**src/rtl/shift_pkg.sv**
```systemverilog
// Shared types for the pipelined shift unit:
// mode encodings, control bundle, layer split.
package shift_pkg;

  typedef enum logic [1:0] {
    SHM_LOGIC = 2'b00,
    SHM_ARITH = 2'b01,
    SHM_ROT   = 2'b10,
    SHM_PASS  = 2'b11
  } shmode_t;

  // Control bits riding alongside the data.
  typedef struct packed {
    shmode_t mode;
    logic    dir;
    logic    ovf;
    logic    sign;
    logic    rnz;
    logic    carry;
    logic    zero;
  } shctl_t;

  // Barrel layers held by stage k; the
  // earliest stages take the extra layer.
  function automatic int lay_cnt(
    input int k,
    input int stages,
    input int layers
  );
    return layers / stages +
      ((k < layers % stages) ? 1 : 0);
  endfunction

  function automatic int lay_first(
    input int k,
    input int stages,
    input int layers
  );
    return k * (layers / stages) +
      ((k < layers % stages) ?
        k : layers % stages);
  endfunction

endpackage

```
**src/rtl/shift_pipe_stage.sv**
```systemverilog
// One register slice of the shift pipe with its barrel layers.
// up_* accept side, dn_* registered side, valid/ready on both.
module shift_pipe_stage
  import shift_pkg::*;
#(
  parameter int WIDTH = 16,
  parameter int LOG   = 4,
  parameter int FIRST = 0,
  parameter int NLAY  = 2,
  parameter bit LAST  = 1'b0
) (
  input  logic             clk,
  input  logic             rst_n,
  input  logic             up_valid,
  output logic             up_ready,
  input  logic [WIDTH-1:0] up_data,
  input  logic [LOG-1:0]   up_amt,
  input  shctl_t           up_ctl,
  output logic             dn_valid,
  input  logic             dn_ready,
  output logic [WIDTH-1:0] dn_data,
  output logic [LOG-1:0]   dn_amt,
  output shctl_t           dn_ctl
);

  logic             adv;
  logic [WIDTH-1:0] d;
  shctl_t           nxt;

  function automatic logic [WIDTH-1:0] layer(
    input logic [WIDTH-1:0] v,
    input int               s,
    input shctl_t           c
  );
    logic [WIDTH-1:0] r;
    unique case (c.mode)
      SHM_ROT:
        r = c.dir ?
          ((v >> s) | (v << (WIDTH - s))) :
          ((v << s) | (v >> (WIDTH - s)));
      SHM_ARITH:
        r = c.dir ?
          WIDTH'($signed(v) >>> s) :
          (v << s);
      default:
        r = c.dir ? (v >> s) : (v << s);
    endcase
    return r;
  endfunction

  assign adv      = !dn_valid || dn_ready;
  assign up_ready = adv;

  always_comb begin
    d   = up_data;
    nxt = up_ctl;
    for (int i = 0; i < LOG; i++) begin
      if (i >= FIRST && i < FIRST + NLAY &&
          up_amt[i])
        d = layer(d, 1 << i, up_ctl);
    end
    if (LAST) begin
      // Oversized logical/arith shifts
      // saturate to fill pattern.
      if (up_ctl.ovf &&
          (up_ctl.mode == SHM_LOGIC ||
           up_ctl.mode == SHM_ARITH))
        d = (up_ctl.mode == SHM_ARITH &&
             up_ctl.dir && up_ctl.sign) ?
          '1 : '0;
      if (up_ctl.mode == SHM_ROT)
        nxt.carry = up_ctl.rnz &
          (up_ctl.dir ? d[WIDTH-1] : d[0]);
      nxt.zero = (d == '0);
    end
  end

  always_ff @(posedge clk or negedge rst_n) begin
    if (!rst_n) begin
      dn_valid <= 1'b0;
      dn_data  <= '0;
      dn_amt   <= '0;
      dn_ctl   <= '0;
    end else if (adv) begin
      dn_valid <= up_valid;
      if (up_valid) begin
        dn_data <= d;
        dn_amt  <= up_amt;
        dn_ctl  <= nxt;
      end
    end
  end

endmodule

```
**src/rtl/shift_unit_pipe.sv**
```systemverilog
// Pipelined logical/arith/rotate shifter, signed amount.
// in_* request handshake, out_* result with carry and zero.
module shift_unit_pipe
  import shift_pkg::*;
#(
  parameter int WIDTH  = 16,
  parameter int AMT_W  = 5,
  parameter int STAGES = 2
) (
  input  logic             clk,
  input  logic             rst_n,
  input  logic             in_valid,
  output logic             in_ready,
  input  logic [WIDTH-1:0] in_data,
  input  logic [AMT_W-1:0] in_amt,
  input  logic [1:0]       in_mode,
  output logic             out_valid,
  input  logic             out_ready,
  output logic [WIDTH-1:0] out_data,
  output logic             out_carry,
  output logic             out_zero
);

  localparam int LOG = $clog2(WIDTH);

  logic             v   [STAGES+1];
  logic             rdy [STAGES+1];
  logic [WIDTH-1:0] dat [STAGES+1];
  logic [LOG-1:0]   amt [STAGES+1];
  shctl_t           ctl [STAGES+1];

  shmode_t          mode;
  logic             dir;
  logic [AMT_W-1:0] n;
  int               n_i;
  logic [LOG-1:0]   shamt;
  logic             lin_carry;

  assign mode = shmode_t'(in_mode);
  assign dir  = in_amt[AMT_W-1];
  // Most negative amount wraps to
  // 2^(AMT_W-1) as an unsigned value.
  assign n    = dir ? AMT_W'(-in_amt) : in_amt;
  assign n_i  = int'(n);

  always_comb begin
    shamt = LOG'(n_i);
    if (mode == SHM_PASS)
      shamt = '0;
  end

  // Carry for the non-rotate modes is known
  // from the operand before any layer.
  always_comb begin
    lin_carry = 1'b0;
    for (int i = 0; i < WIDTH; i++) begin
      if (!dir && n_i == WIDTH - i)
        lin_carry = in_data[i];
      if (dir && n_i == i + 1)
        lin_carry = in_data[i];
    end
    if (n_i > WIDTH && dir &&
        mode == SHM_ARITH)
      lin_carry = in_data[WIDTH-1];
    if (mode == SHM_ROT ||
        mode == SHM_PASS)
      lin_carry = 1'b0;
  end

  always_comb begin
    ctl[0]       = '0;
    ctl[0].mode  = mode;
    ctl[0].dir   = dir;
    ctl[0].ovf   = (mode != SHM_PASS) &&
                   (n_i >= WIDTH);
    ctl[0].sign  = in_data[WIDTH-1];
    ctl[0].rnz   = (mode == SHM_ROT) &&
                   (shamt != '0);
    ctl[0].carry = lin_carry;
  end

  assign v[0]        = in_valid;
  assign dat[0]      = in_data;
  assign amt[0]      = shamt;
  assign rdy[STAGES] = out_ready;
  assign in_ready    = rdy[0];

  for (genvar k = 0; k < STAGES; k++) begin : g_st
    shift_pipe_stage #(
      .WIDTH (WIDTH),
      .LOG   (LOG),
      .FIRST (lay_first(k, STAGES, LOG)),
      .NLAY  (lay_cnt(k, STAGES, LOG)),
      .LAST  (k == STAGES - 1)
    ) u_st (
      .clk      (clk),
      .rst_n    (rst_n),
      .up_valid (v[k]),
      .up_ready (rdy[k]),
      .up_data  (dat[k]),
      .up_amt   (amt[k]),
      .up_ctl   (ctl[k]),
      .dn_valid (v[k+1]),
      .dn_ready (rdy[k+1]),
      .dn_data  (dat[k+1]),
      .dn_amt   (amt[k+1]),
      .dn_ctl   (ctl[k+1])
    );
  end

  assign out_valid = v[STAGES];
  assign out_data  = dat[STAGES];
  assign out_carry = ctl[STAGES].carry;
  assign out_zero  = ctl[STAGES].zero;

  logic unused;
  assign unused = ^{amt[STAGES],
                    ctl[STAGES].mode,
                    ctl[STAGES].dir,
                    ctl[STAGES].ovf,
                    ctl[STAGES].sign,
                    ctl[STAGES].rnz};

endmodule

```
**config.mk**
```make
export PLATFORM = sky130hd
export DESIGN_NAME = shift_unit_pipe
export DESIGN_NICKNAME = d
export VERILOG_FILES = /design/src/rtl/shift_pkg.sv /design/src/rtl/shift_pipe_stage.sv /design/src/rtl/shift_unit_pipe.sv
export SDC_FILE = /design/constraint.sdc
export NUM_CORES = 1
export LEC_CHECK = 0
export CORE_MARGIN = 2
export CORE_UTILIZATION = 51
export DETAILED_ROUTE_END_ITERATION = 12
export PLACE_DENSITY_LB_ADDON = 0.12
export REMOVE_ABC_BUFFERS = 1
export SLEW_MARGIN = 20
export SYNTH_ARGS = -nofsm -noshare
export SYNTH_HDL_FRONTEND = slang
export SYNTH_HIERARCHICAL = 1
export SYNTH_SLANG_ARGS = --single-unit
```
**constraint.sdc**
```tcl
create_clock -name clk -period 5.7 [get_ports clk]
set_clock_uncertainty 0.15 [all_clocks]
set_input_delay 1.14 -clock clk [delete_from_list [all_inputs] [get_ports clk]]
set_output_delay 1.14 -clock clk [all_outputs]
set_load 0.005 [all_outputs]
```
== Word level (Yosys, flattened, before mapping) ==
Cells that the tools add are included.

* Bits in registers: 47
* Bits in latches: 0
* Bits in writable memories: 0
* Bits in read-only memories: 0
* Input port bits: 27
* Output and inout bits: 20
* Memories kept: 0

* $add $sub $neg: 1
* $mul: 0
* Divide/modulo/power cells: 0
* Magnitude comparators: 2
* Eq/ne operators: 22
* Shifts and indexed selects: 0
* Multiplexer cells: 59
* Bitwise gates (word level): 8
* Reductions and logical operators: 51

{| class="wikitable"
|+ Operators with widths
! kind !! count
|-
| 16-bit two-way mux || 17
|-
| 16-bit one-hot mux with 2 select lines || 4
|-
| 5-bit equality test (second input constant) || 9
|-
| 1-bit logical AND || 39
|-
| 1-bit two-way mux || 36
|-
| 5-bit by 4-bit equality test with 1-bit output (second input constant) || 4
|-
| 16-bit logical NOT || 1
|-
| 12-bit by 16-bit bitwise OR with 16-bit output || 1
|-
| 14-bit by 16-bit bitwise OR with 16-bit output || 1
|-
| 15-bit by 16-bit bitwise OR with 16-bit output || 1
|-
| 16-bit by 1-bit bitwise OR with 16-bit output || 1
|-
| 16-bit by 2-bit bitwise OR with 16-bit output || 1
|-
| 16-bit by 4-bit bitwise OR with 16-bit output || 1
|-
| 8-bit by 16-bit bitwise OR with 16-bit output || 1
|-
| 5-bit by 3-bit equality test with 1-bit output (second input constant) || 2
|-
| 2-bit equality test (second input constant) || 3
|-
| 5-bit by 2-bit equality test with 1-bit output (second input constant) || 1
|-
| 5-bit >= comparator (second input constant) || 1
|-
| 5-bit > comparator (second input constant) || 1
|-
| 5-bit two-way mux || 1
|-
| 5-bit negation || 1
|-
| 2-bit by 1-bit equality test with 1-bit output (second input constant) || 2
|-
| 1-bit logical OR || 4
|-
| 4-bit two-way mux || 1
|-
| 6 further kinds || 9
|}

== Depth between registers and ports, before layout ==
* Depth in word-level cells: 38
* Mapped depth: 15

== By module ==
Netlist, hierarchy kept.

{| class="wikitable"
|+ By module, submodules not included
! module !! instances !! cells an instance !! area each (sq um)
|-
| shift_pipe_stage (g_st[0].u_st) || 1 || 236 || 2,049.5
|-
| shift_pipe_stage (g_st[1].u_st) || 1 || 229 || 1,965.6
|-
| shift_unit_pipe || 1 || 155 || 1,004.7
|}

== Worst setup path before layout ==
No wires, ideal clock.

* Path kind: input to register
* From: input port in_amt[0]
* To: register g_st[0].u_st/dn_ctl[1] in the netlist's numbering
* Setup time: 117 ps
* Arrival: 3,388 ps
* Data required time: 5,433 ps
* Path slack: 2,044 ps
* Stages on the path: 14
* Buffers on the path: 3
* Cell sequence: buf_2 > buf_2 > inv_1 > ha_1 > buf_6 > or4b_4 > a311oi_4 > a21oi_2 > o32ai_1 > a211o_2 > o22a_1 > o31ai_1 > nand2_1 > nand2_1

{| class="wikitable"
|+ RTL lines
! item !! line !! text
|-
| start: declaration || shift_unit_pipe.sv:15 || <nowiki>input logic [AMT_W-1:0] in_amt,</nowiki>
|-
| end signal: assignment || shift_pipe_stage.sv:89 || <nowiki>dn_ctl <= nxt;</nowiki>
|-
| end: declaration || shift_pipe_stage.sv:23 || <nowiki>output shctl_t dn_ctl</nowiki>
|}

==> impl_metrics.json <==
{
  "finalSetupTns_ns": 0,
  "die_h_um": 98.4,
  "dp.cells": 684,
  "areaGrowthSynthToFinish_pct": 10.8,
  "crit_required_ns": 5.74,
  "setup_violations": 0,
  "sw_frac_of_total_pct": 39.0,
  "placed_cell_area_um2": 4920,
  "cts-root-buf": "clkbuf_8",
  "grt_pass1_wl_mm": 23.1,
  "netlist_instances": 569,
  "syn_avg_cell_area_um2": 7.99,
  "switchingPower_uw": 516,
  "r2r_slack_ns": 2.67,
  "post_cts_resized": 0,
  "slowest_delay_ns": 0.80,
  "cts_tree": "built",
  "critPathBufInv": 2,
  "fin_util_pct": 58.1,
  "track_usage_pct": 29.8,
  "crit_top_cell": "nand2_1",
  "start_util_pct": 52.4,
  "cts_sinks": 45,
  "cp_max_fo": 20,
  "coreArea_um2": 8680,
  "p_leak_nw": 1.97,
  "pre_cts_ws_ns": 1.14,
  "internal-power_uw": 807,
  "grt_max_degree": 46,
  "instances_no_fill": 692,
  "overflow": 0,
  "drtAntennaViolNets": 0,
  "yosys_warnings": 6,
  "clkTransAtPathRegs_ns": 0.08,
  "io_buffers": 46,
  "fmax_mhz": 233,
  "routabilityCongestion": 0.911,
  "min_path_type": "reg2reg",
  "wl_per_cell_um": 21.3,
  "vdd_drop_max_uv": 122,
  "setup_slack_ns": 1.42,
  "clock_latency_ns": 0.29,
  "syn_area_um2": 4550,
  "final_cell_area_um2": 5040,
  "hold_viol_final": 0,
  "viasPerCell": 6.70,
  "dieArea_um2": 9690,
  "rsz0062_at_grt": "no",
  "worstPathCellList": "clkdlybuf4s50_1 > inv_1 > ha_1 > or4b_1 > a311oi_4 > a21oi_2 > o32ai_1 > a211o_2 > o22a_1 > o31ai_1 > nand2_1 > nand2_1",
  "critPathKind": "in2reg",
  "die_w_um": 98.4,
  "clk_path_buf_depth": 2,
  "critPathSlowestCell": "clkdlybuf4s50_1",
  "status": "finished clean",
  "layout-drive-gt1-share_pct": 9.25,
  "pwr_density_cell_nw_per_um2": 263,
  "dr_total_vias": 4639,
  "post-route-min-period_ns": 4.28,
  "power_mw": 1.32,
  "drv_slew": 0,
  "post-dp-hpwl_mm": 11.1,
  "period_share_pct": 75.1,
  "drv_cap": 0,
  "num_rows": 34,
  "setup.worst_path.end_class": "flip-flop",
  "p_comb_share_pct": 45.7,
  "crit_arrival_ns": 4.32,
  "antenna_found_initial": 0,
  "drt-initial-drc-count": 418,
  "ios": 47,
  "grt_pass1_vias": 4473,
  "cts_hold_buffers": 0,
  "p_clk_share_pct": 18.9,
  "drc_errors": 0,
  "routed_wl_mm": 14.7,
  "cts_made_buffers": 5,
  "relSlewSlack_pct": 35.5,
  "fin_nets": 620,
  "antenna_cells": 0,
  "p_seq_share_pct": 35.4,
  "worstMarginPinSlew_ns": 0.968,
  "cts_setup_buffers": 0,
  "htreeDepth": 2,
  "startpoint_type": "primary input",
  "whs_ns": 0.331,
  "drt_pass1_iterations": 5,
  "cpLargestDelayFamily": "buffers and inverters"
}
==> flip-flops by register name, indices dropped and copies added, names as in the netlist <==
name / cells
g_st.u_st/dn_amt: 2
g_st.u_st/dn_data: 32
g_st.u_st/dn_ctl: 9
g_st.u_st/dn_valid: 2
==> power groups by stage <==
| stage | combinational, mW | sequential [mW] | clock [mW] |
|---|---|---|---|
| 6_report | 0.604 | 0.469 | 0.250 |
| 3_5_place_dp | 0.592 | 0.475 | 0 |
| 5_1_grt | 0.656 | 0.482 | 0.267 |
| 3_3_place_gp | 0.586 | 0.471 | 0 |
| 4_1_cts | 0.595 | 0.468 | 0.256 |
| 2_1_floorplan | 0.353 | 0.456 | 0 |
==> worst min-delay path, cell delays in order (launching register included) <==
cell,delay [ns]
dfrtp_1,0.35
nand2_1,0.04
o21ai_0,0.06
==> per-layer routing <==
metal / up-vias / global-route usage (%) / wire [µm]
li1: 2158 / - / -
met1: 2199 / 35.8 / 5870
met2: 234 / 54.1 / 7460
met3: 48 / 2.34 / 758
met4: 0 / 13.9 / 648
met5: - / 0 / 0
==> placed cells by master (no fill, tap or decap), types with 5 or more instances in the layout <==
cell type / n
nand4_1: 5
ha_1: 10
a211oi_1: 17
o32ai_1: 5
nand2b_1: 14
nor3b_1: 6
dfrtp_1: 45
o21ai_0: 40
clkbuf_8: 6
o22a_1: 8
nor2_1: 62
clkdlybuf4s50_1: 44
inv_1: 16
o22ai_1: 5
o31ai_1: 6
mux2_2: 11
nand3_1: 14
nand2_1: 48
nor2b_1: 9
a31oi_1: 10
a22oi_1: 11
buf_4: 8
nor3_1: 6
mux2i_1: 23
o211a_1: 5
a21oi_1: 55
==> worst paths after layout <==
kind / from / cells after the start / endpoint
max in group asynchronous: rst_n / 1 / g_st[1].u_st/dn_data[1]$_DFFE_PN0P_
hold reg to reg: g_st[1].u_st/dn_data[3]$_DFFE_PN0P_ / 2 / g_st[1].u_st/dn_data[3]$_DFFE_PN0P_
setup reg to reg: g_st[0].u_st/dn_ctl[6]$_DFFE_PN0P_ / 9 / g_st[1].u_st/dn_ctl[0]$_DFFE_PN0P_
min in group asynchronous: rst_n / 1 / g_st[0].u_st/dn_ctl[6]$_DFFE_PN0P_
setup / recovery: in_amt[1] / 12 / g_st[0].u_st/dn_ctl[1]$_DFFE_PN0P_
hold / removal: g_st[1].u_st/dn_data[3]$_DFFE_PN0P_ / 2 / g_st[1].u_st/dn_data[3]$_DFFE_PN0P_
==> layout make-up <==
| class | count | area (µm²) |
|---|---|---|
| flip-flops and latches | 45 | 1130 |
| repair buffers | 53 | 505 |
| well taps | 108 | 135 |
| inverters | 17 | 63.8 |
| clock inverters | 1 | 30.0 |
| clock buffers | 7 | 86.3 |
| multi-input cells | 461 | 3090 |
| fillers | 825 | 3640 |
No activity file was read; power rests on OpenSTA's default activity.
